--- src/rtl/burst_rr_arbiter.sv ---
// -----------------------------------------------------------------------------
// burst_rr_arbiter
//
// Round-robin arbiter that gives a burst to one requester at a time. Each
// requester is a first-word-fall-through FIFO.
//
// Arbitration:
// - IDLE takes one cycle. It picks the next eligible requester (WRITE_REQ &
//   ENABLE), searching cyclically from the one after the previous owner.
// - BURST moves one word per cycle while the owner's FIFO is non-empty and
//   READY_OUT is high.
// - The owner keeps the grant while HOLD_REQ is high. Otherwise the grant ends
//   when its FIFO runs dry or after MAX_BURST words.
// - Dropping ENABLE for the owner ends the grant at once, with no transfer.
//
// Optional feature (macro BURST_ARB_STALL_CNT_EN):
// - adds the STALL_CNT output, a saturating count of owner-stalled cycles.
//
// Parameters:
//   WIDTH     number of requesters
//   DSIZE     data word width
//   MAX_BURST words per grant when not held (1..255)
//
// Ports:
//   BUS_CLK     clock, rising edge
//   BUS_RST_N   asynchronous active-low reset
//   ENABLE      per-requester arbitration enable
//   WRITE_REQ   per-requester FIFO not empty
//   HOLD_REQ    per-requester request to keep the grant
//   DATA_IN     requester k word at [k*DSIZE +: DSIZE]
//   READY_OUT   downstream accepts a word this cycle
//   READ_GRANT  pop strobe to the owner FIFO (one-hot or zero)
//   WRITE_OUT   word valid to downstream
//   DATA_OUT    owner's word while BUSY, else zero
//   GRANT_ID    owner index (meaningful while BUSY)
//   STALL_CNT   stalled-cycle counter (only with BURST_ARB_STALL_CNT_EN)
//   BUSY        high while a grant is active
// -----------------------------------------------------------------------------
module burst_rr_arbiter #(
  parameter int WIDTH     = 5,
  parameter int DSIZE     = 32,
  parameter int MAX_BURST = 16
) (
  input  logic                   BUS_CLK,
  input  logic                   BUS_RST_N,
  input  logic [WIDTH-1:0]       ENABLE,
  input  logic [WIDTH-1:0]       WRITE_REQ,
  input  logic [WIDTH-1:0]       HOLD_REQ,
  input  logic [WIDTH*DSIZE-1:0] DATA_IN,
  input  logic                   READY_OUT,
  output logic [WIDTH-1:0]       READ_GRANT,
  output logic                   WRITE_OUT,
  output logic [DSIZE-1:0]       DATA_OUT,
  output logic [7:0]             GRANT_ID,
`ifdef BURST_ARB_STALL_CNT_EN
  output logic [31:0]            STALL_CNT,
`endif
  output logic                   BUSY
);

  localparam int SW = (WIDTH > 1) ? $clog2(WIDTH) : 1;

  localparam logic [SW-1:0] LAST_RST = SW'(WIDTH - 1);
  localparam logic [7:0]    MAX_CNT  = 8'(MAX_BURST);

  localparam logic [0:0] ST_IDLE  = 1'b0;
  localparam logic [0:0] ST_BURST = 1'b1;

  logic [0:0]    state_q, state_d;
  logic [SW-1:0] sel_q,   sel_d;
  logic [SW-1:0] last_q,  last_d;
  logic [7:0]    cnt_q,   cnt_d;

  logic [DSIZE-1:0] data_arr [WIDTH];
  logic [SW-1:0]    cand_idx [WIDTH];
  logic [WIDTH-1:0] eligible;
  logic [WIDTH-1:0] rot_req;
  logic [SW-1:0]    pick_idx;

  logic       busy;
  logic       sel_req;
  logic       sel_en;
  logic       sel_hold;
  logic       xfer;
  logic [7:0] cnt_inc;

  assign eligible = WRITE_REQ & ENABLE;

  // cand_idx[gi] is the requester visited gi+1 places after the last owner.
  // It is (last_q + gi + 1) mod WIDTH, computed without a wider adder.
  // rot_req is the eligible mask in search order.
  for (genvar gi = 0; gi < WIDTH; gi++) begin : g_lane
    assign data_arr[gi] = DATA_IN[gi*DSIZE +: DSIZE];

    assign cand_idx[gi] = (last_q >= SW'(WIDTH - 1 - gi)) ?
                          last_q - SW'(WIDTH - 1 - gi) :
                          last_q + SW'(gi + 1);

    assign rot_req[gi] = eligible[cand_idx[gi]];

    assign READ_GRANT[gi] = xfer && (sel_q == SW'(gi));
  end

  // Pick the earliest eligible position in search order.
  // Scanning down means the lowest set position is written last and wins.
  always_comb begin
    pick_idx = '0;
    for (int j = WIDTH - 1; j >= 0; j--) begin
      if (rot_req[j]) begin
        pick_idx = cand_idx[j];
      end
    end
  end

  assign busy     = (state_q == ST_BURST);
  assign sel_req  = WRITE_REQ[sel_q];
  assign sel_en   = ENABLE[sel_q];
  assign sel_hold = HOLD_REQ[sel_q];

  // A disabled owner never transfers, even if its FIFO and downstream are ready.
  assign xfer = busy && sel_en && sel_req && READY_OUT;

  // Burst length including this cycle's transfer.
  // It saturates so that a long held burst cannot wrap the counter.
  assign cnt_inc = (xfer && (cnt_q < MAX_CNT)) ? cnt_q + 8'd1 : cnt_q;

  always_comb begin
    state_d = state_q;
    sel_d   = sel_q;
    last_d  = last_q;
    cnt_d   = cnt_q;
    case (state_q)
      ST_IDLE: begin
        if (|eligible) begin
          sel_d   = pick_idx;
          cnt_d   = 8'd0;
          state_d = ST_BURST;
        end
      end
      ST_BURST: begin
        cnt_d = cnt_inc;
        // Disable beats hold.
        // Otherwise hold keeps the grant past an empty FIFO or a full burst.
        if (!sel_en || (!sel_hold && (!sel_req || (cnt_inc >= MAX_CNT)))) begin
          state_d = ST_IDLE;
          last_d  = sel_q;
        end
      end
      default: state_d = ST_IDLE;
    endcase
  end

  always_ff @(posedge BUS_CLK or negedge BUS_RST_N) begin
    if (!BUS_RST_N) begin
      state_q <= ST_IDLE;
      sel_q   <= '0;
      last_q  <= LAST_RST;
      cnt_q   <= 8'd0;
    end else begin
      state_q <= state_d;
      sel_q   <= sel_d;
      last_q  <= last_d;
      cnt_q   <= cnt_d;
    end
  end

  assign BUSY      = busy;
  assign WRITE_OUT = xfer;
  assign GRANT_ID  = 8'(sel_q);
  assign DATA_OUT  = busy ? data_arr[sel_q] : '0;

`ifdef BURST_ARB_STALL_CNT_EN
  logic [31:0] stall_q, stall_d;

  // Counts cycles where the owner has data but downstream is not ready.
  always_comb begin
    stall_d = stall_q;
    if (busy && sel_req && !READY_OUT && (stall_q != 32'hFFFF_FFFF)) begin
      stall_d = stall_q + 32'd1;
    end
  end

  always_ff @(posedge BUS_CLK or negedge BUS_RST_N) begin
    if (!BUS_RST_N) begin
      stall_q <= 32'd0;
    end else begin
      stall_q <= stall_d;
    end
  end

  assign STALL_CNT = stall_q;
`endif

endmodule

--- config.mk ---
export PLATFORM = sky130hd
export DESIGN_NAME = burst_rr_arbiter
export DESIGN_NICKNAME = d
export VERILOG_FILES = /design/src/rtl/burst_rr_arbiter.sv
export SDC_FILE = /design/constraint.sdc
export NUM_CORES = 1
export LEC_CHECK = 0
export BUFFER_PORTS_ARGS = -buffer_cell sky130_fd_sc_hd__buf_2
export CAP_MARGIN = 30
export CORE_ASPECT_RATIO = 1.25
export CORE_MARGIN = 4
export CORE_UTILIZATION = 42
export DETAILED_ROUTE_END_ITERATION = 10
export PLACE_DENSITY_LB_ADDON = 0.2
export SYNTH_ARGS = -nofsm -noshare
export SYNTH_HDL_FRONTEND = slang
export SYNTH_SLANG_ARGS = --single-unit
--- constraint.sdc ---
create_clock -name BUS_CLK -period 3.39 [get_ports BUS_CLK]
set_input_delay 0.5085 -clock BUS_CLK [delete_from_list [all_inputs] [get_ports BUS_CLK]]
set_output_delay 0.5085 -clock BUS_CLK [all_outputs]
set_load 0.02 [all_outputs]
==> results of run 1 <==
## per-layer routing
| layer | track usage [%] | up-vias | routed length (µm) |
|---|---|---|---|
| met5 | 0 | - | 18 |
| met4 | 10.5 | 4 | 471 |
| met2 | 48.1 | 223 | 6300 |
| li1 | - | 1738 | - |
| met3 | 6.08 | 46 | 1170 |
| met1 | 35.6 | 1760 | 4910 |
## state kept, by name, summed over array words and instances, names as in the netlist
name,count
BUSY,1
sel_q,3
last_q,3
cnt_q,8
## metrics by stage
step | utilization [%] | instance area (µm²)
global placement | 60.1 | 4190
finish | 60.8 | 4240
detailed placement | 60.1 | 4190
global route | 60.8 | 4240
CTS | 60.8 | 4240
floorplan | - | 3030
## layout make-up
type,instances,area [µm²],area share [%]
Multi-Input combinational cell,285,2460,58.1
Timing Repair Buffer,234,1210,28.5
Clock buffer,3,41.3,0.973
Clock inverter,1,5.00,0.118
Inverter,8,30.0,0.708
Sequential cell,15,379,8.94
Antenna cell,1,2.50,0.0590
Tap cell,90,113,2.65
## Yosys cell counts (2+ instances only)
cell	count
a221oi_1	2
o21a_1	2
buf_1	6
a32o_1	2
nand3_1	10
nor3_1	7
nand2_1	24
inv_1	7
o211ai_1	2
a21oi_1	6
o21ai_0	17
and3_1	2
a21o_1	3
mux2_2	3
ha_1	8
mux2i_1	12
nor2_1	15
o22a_1	2
nand4_1	3
or3_1	4
nor2b_1	35
a32oi_1	2
dfrtp_1	14
clkbuf_1	15
a22o_1	2
buf_6	2
a31oi_1	2
nand2b_1	4
mux4_2	34
buf_2	6
buf_4	5
nor4_1	3
and2_1	5
o22ai_1	3
a22oi_1	34
## worst paths after layout
kind                       startpoint        end  depth (start not counted)
max                         last_q[0]   sel_q[1]                         10
min                         BUS_RST_N  last_q[0]                          1
max reg2reg                 last_q[0]   sel_q[1]                         10
min reg2reg                  cnt_q[6]   cnt_q[6]                          1
max in group asynchronous   BUS_RST_N  last_q[2]                          1
min in group BUS_CLK         cnt_q[6]   cnt_q[6]                          1
## critical path: stages (launching register included)
cell and delay, ns:
dfrtp_1 0.50, inv_1 0.11, ha_1 0.55, inv_1 0.11, nor2_1 0.20, a32oi_1 0.10, o21ai_0 0.28, nor3_1 0.10
a2111oi_0 0.48, buf_4 0.19, o221ai_1 0.10
## power by group
part | internal, W | switching, W | leakage [nW]
Sequential | 0.000234 | 0.000121 | 0.194
Clock | 0.0000818 | 0.0000746 | 0.0255
Combinational | 0.00152 | 0.00196 | 1.88
Total | 0.00184 | 0.00215 | 2.10
## layout by cell type, fill, tap and decap left out, types with 3 or more instances in the layout
cell type	n
and2_1	5
inv_1	7
buf_2	219
nor4_1	3
nor3_1	7
mux2i_1	12
a21o_1	3
dfrtp_1	12
nand2_1	24
conb_1	5
a21oi_1	6
clkbuf_8	3
o22ai_1	3
nand2b_1	4
nand4_1	3
nor2_1	15
ha_1	8
a22oi_1	34
nand3_1	10
buf_4	15
mux4_2	34
mux2_2	3
o21ai_0	17
or3_1	4
nor2b_1	35
## logic make-up after synthesis
family,synth area share [%]
flip-flops,12.5
multiplexers,30.9
AO/OA/AOI/OAI,22.9
adder cells (fa/ha/maj),3.32
buffers and inverters,6.59
AND/OR/NAND/NOR,22.8
other,0.124
XOR/XNOR,0.830
==> summary.txt, run 1 <==
Worst setup path
  • Crit path DAT: between 2 and 3 ns
  • Setup slack, reg-to-reg: 0.53 ns
  • CP Capture Type: flip-flop
  • Setup CP Type: reg -> reg
  • Worst EP required: approximately 3.5 ns
  • Crit start category: flip-flop
  • Worst Path Max Fanout: 13

Route
  • DRT Pass-1 Iters: 7
  • Routed WL per cell: ~20 µm
  • Remaining DRCs: 0
  • DRT Wirelength: ~13000 µm
  • Vias/cell: between 5 and 6
  • 1st-iter DRT viols: between 200 and 250
  • Final ANT Viol Nets: 0
  • Vias: about 3800

Synthesis
  • Ys Warns: 0
  • Mapped cell area: 3020 µm²
  • Number of synthesized flops with an enable pin: 0
  • Cell variety after synth: 70
  • Synth Register Bits: 15
  • Ys async rst share: 100%
  • Ys flop type: dfrtp_1
  • Top post-synthesis cells by area: mux4_2 (25%), dfrtp_1 (12%), a22oi_1 (8.5%), nor2b_1 (7.3%), mux2i_1 (4.0%)
  • Cell taking the most area after synthesis: mux4_2
  • Post-Synthesis Cells: 338
  • Register area share after synthesis: about an eighth
  • Synthesized area per cell: 8.92 µm²
  • Top-area cell type share of the netlist area: 25.4%

STA
  • Final setup margin: 0.530 ns
  • Final setup fails: 0
  • Hold Slack: 0.154 ns
  • Setup TNS Final: 0 ns
  • Slew headroom: roughly three fifths
  • Final Cycle Share: about 84%
  • Final clock skew: around 0.0039 ns
  • Fmax: around 350 MHz
  • Slew @ Worst Pin: 0.606 ns
  • Tmin final: 2.86 ns
  • Hold Violations, Final: 0
  • RSZ-0062 raised after global routing: false
  • Pins Over Slew Limit: 0

Floorplan
  • Core area: ~7000 µm²
  • Die Ht: around 100 µm
  • I/O pin cnt: roughly 230
  • Die X: about 84 µm
  • Initial core utilization: between 40% and 50%
  • DIE AREA: 8610 µm²
  • Rows: 34

CTS
  • Worst skew pair latency: ~0.26 ns
  • Clk slew on worst S/H paths: 0.07 ns
  • CTS Sinks: 15
  • CTS Buf Count: 3
  • Clock Tree Buf Depth: 2
  • Post-CTS Repair Setup Buffers: 0
  • Root Driver: clkbuf_8
  • Hold Buf Count CTS: 0
  • CTS tree: yes
  • Number of gates resized after cts: 0
  • H-Tree Depth: 1

Placement
  • Final HPWL DP: roughly 11000 µm
  • Pre-CTS setup slack: just over 0.6 ns
  • GPL Wtd Cong: 0.945
  • Placed insts: between 600 and 700
  • I/O Buffers: between 200 and 250

Finish
  • Area Overhead vs Synth: 40.6%
  • # fillers: between 600 and 700
  • Layout Cells excl Fill: approximately 640
  • Fraction of layout instances using a drive strength above 1: between 50% and 60%
  • Final nets: 733

Pwr
  • Cell Pwr Density: roughly 940 nW/µm²
  • Power, Total: roughly 0.0040 W
  • Leakage dissipation: between 2 and 2.5 nW
  • Peak supply drop: just over 700 µV

Flow run
  • Max_cap viols: 0

Hold path
  • Worst Hold Class: in -> async

Global route
  • Number of global-route vias before repair: about 3700
  • Grt total ovfl: 0
  • Largest net degree at the start of global routing: 40
  • Initial antenna violation count: 2
  • First-pass GRT wire length: between 15000 and 20000 µm
  • Aggregate global-route resource usage: between 20 and 30%

Status
  • Status: complete, no violations
Power figures use the tool's default switching activity.
==> run 2, diff against run 1 <==
==> constraint.sdc (replaced) <==
create_clock -name BUS_CLK -period 2.8 [get_ports BUS_CLK]
set_input_delay 0.42 -clock BUS_CLK [delete_from_list [all_inputs] [get_ports BUS_CLK]]
set_output_delay 0.42 -clock BUS_CLK [all_outputs]
set_load 0.02 [all_outputs]
==> summary.txt, run 2 (synthesis results as in run 1) <==
Status
  • Status: complete, no violations

CTS
  • Worst skew pair latency: ~0.26 ns
  • CTS Sinks: 15
  • H-Tree Depth: 1
  • CTS tree: yes
  • Hold Buf Count CTS: 0
  • CTS Buf Count: 3
  • Root Driver: clkbuf_8
  • Number of gates resized after cts: 0
  • Post-CTS Repair Setup Buffers: 0
  • Clk slew on worst S/H paths: about 0.07 ns
  • Clock Tree Buf Depth: 2

Route
  • Routed WL per cell: around 20 µm
  • Vias/cell: ~5.9
  • DRT Pass-1 Iters: 4
  • DRT Wirelength: ~13000 µm
  • Highest metal used: met5
  • Routed length on met2: between 6000 and 7000 µm
  • Final ANT Viol Nets: 0
  • Vias: between 3000 and 4000
  • Wire length on met3: between 1000 and 1500 µm
  • 1st-iter DRT viols: roughly 280
  • Routed length on met1: roughly 5100 µm
  • Remaining DRCs: 0

Finish
  • Area occupied by registers: roughly 380 µm²
  • Most frequent cells in the layout: buf_2 (219), nor2b_1 (35), mux4_2 (34), a22oi_1 (34), buf_4 (30)
  • Final nets: roughly 750
  • Area Overhead vs Synth: 44.6%
  • Fraction of layout instances using a drive strength above 1: a little over half
  • Multi-input logic area: between 2000 and 2500 µm²
  • Max reg flops: 8
  • Top reg by flops: cnt_q
  • Final core occ: 62.5%
  • Leading registers by flop count: cnt_q x8, last_q x3, sel_q x3
  • Commonest non-fill, non-tap cell in the layout: buf_2
  • # fillers: between 600 and 700

Global route
  • Number of global-route vias before repair: roughly 3800
  • Grt total ovfl: 0
  • Aggregate global-route resource usage: between 20% and 30%
  • Largest net degree at the start of global routing: 37
  • First-pass GRT wire length: 19400 µm
  • Initial antenna violation count: 3

Floorplan
  • Die X: 83.8 µm
  • DIE AREA: 8610 µm²
  • I/O pin cnt: about 230
  • Initial core utilization: between 40% and 50%
  • Core area: approximately 7000 µm²
  • Rows: 34
  • Die Ht: just over 100 µm

STA
  • Hold Violations, Final: 0
  • Slew headroom: between 50 and 60%
  • Final clock skew: 0.00301 ns
  • Slew @ Worst Pin: between 0.6 and 0.7 ns
  • Final setup fails: 0
  • RSZ-0062 raised after global routing: false
  • Pins Over Slew Limit: 0
  • Final setup margin: around 0.12 ns
  • Final Cycle Share: between 90% and 100%
  • Setup TNS Final: 0 ns
  • Tmin final: between 2 and 3 ns
  • Fmax: around 370 MHz

Worst setup path
  • CP Capture Type: flip-flop
  • Worst EP required: roughly 2.9 ns
  • Crit path DAT: approximately 2.8 ns
  • Worst Path Max Fanout: 10
  • Crit start category: flip-flop
  • R2r worst-path depth: 9
  • Setup CP Type: reg -> reg

Flow run
  • Max_cap viols: 0

Placement
  • Pre-CTS setup slack: between 0.09 and 0.1 ns
  • Final HPWL DP: between 10000 and 15000 µm
  • I/O Buffers: ~220
  • GPL Wtd Cong: just over 1

Pwr
  • Power, Total: ~0.005 W
  • Leakage dissipation: approximately 2.2 nW
  • Peak supply drop: a little under 800 µV
  • Cell Pwr Density: between 1000 and 1500 nW/µm²

Hold path
  • Worst Hold Class: in -> async
-- run 2: changes by cell type in the layout (fill, tap and decap cells not counted) --
cell      delta
o22ai_2      +1
a21boi_0     -1
ha_2         +1
a21boi_1     +1
ha_1         -1
o22ai_1      -1
buf_4       +15
-- run 2: layout make-up --
cell class	count	share of cell area, %
clock inverter	1	0.115
sequential	15	8.69
tap	90	2.58
inverter	8	0.688
timing repair buffer	249	30.3
antenna	1	0.0574
multi-input combinational	285	56.6
clock buffer	3	0.946
-- run 2: stage by stage --
| stage | cells | cell area [µm²] | hold slack [ns] |
|---|---|---|---|
| after floorplan | 342 | 3030 | 0.124 |
| after global placement | 647 | 4310 | 0.352 |
| after detailed placement | 647 | 4310 | 0.348 |
| after CTS | 651 | 4350 | 0.0725 |
| after global routing | 652 | 4360 | 0.0787 |
| final | 652 | 4360 | 0.0659 |
-- run 2: per-layer routing --
layer / global-route usage, % / vias to the layer above
met5: 0 / -
met4: 10.3 / 4
met3: 6.08 / 38
met2: 47.8 / 205
met1: 35.4 / 1804
li1: - / 1770
-- run 2: worst max-delay path: stages (launching register included) --
cell	delay (ns)
dfstp_2	0.53
inv_1	0.13
ha_2	0.27
nor2b_1	0.15
o21ai_0	0.17
o311ai_0	0.26
o22ai_2	0.29
nor3_1	0.10
a2111oi_0	0.46
o221ai_1	0.19
-- run 2: report_power, final --
part	switching (W)	internal (W)	leakage, nW	total [W]
clock network	0.0000891	0.0000990	0.0255	0.000188
logic	0.00247	0.00201	1.96	0.00448
registers	0.0000984	0.000284	0.194	0.000383
-- run 2: worst paths after layout --
| check | start | to | slack, ns |
|---|---|---|---|
| worst max-delay path | last_q[2] | sel_q[1] | 0.12 |
| worst min-delay path | BUS_RST_N | cnt_q[5] | 0.07 |
| worst max register to register | last_q[2] | sel_q[1] | 0.12 |
| worst min register to register | cnt_q[5] | cnt_q[5] | 0.49 |
| max in group asynchronous | BUS_RST_N | last_q[2] | 2.42 |
| min in group BUS_CLK | cnt_q[5] | cnt_q[5] | 0.49 |
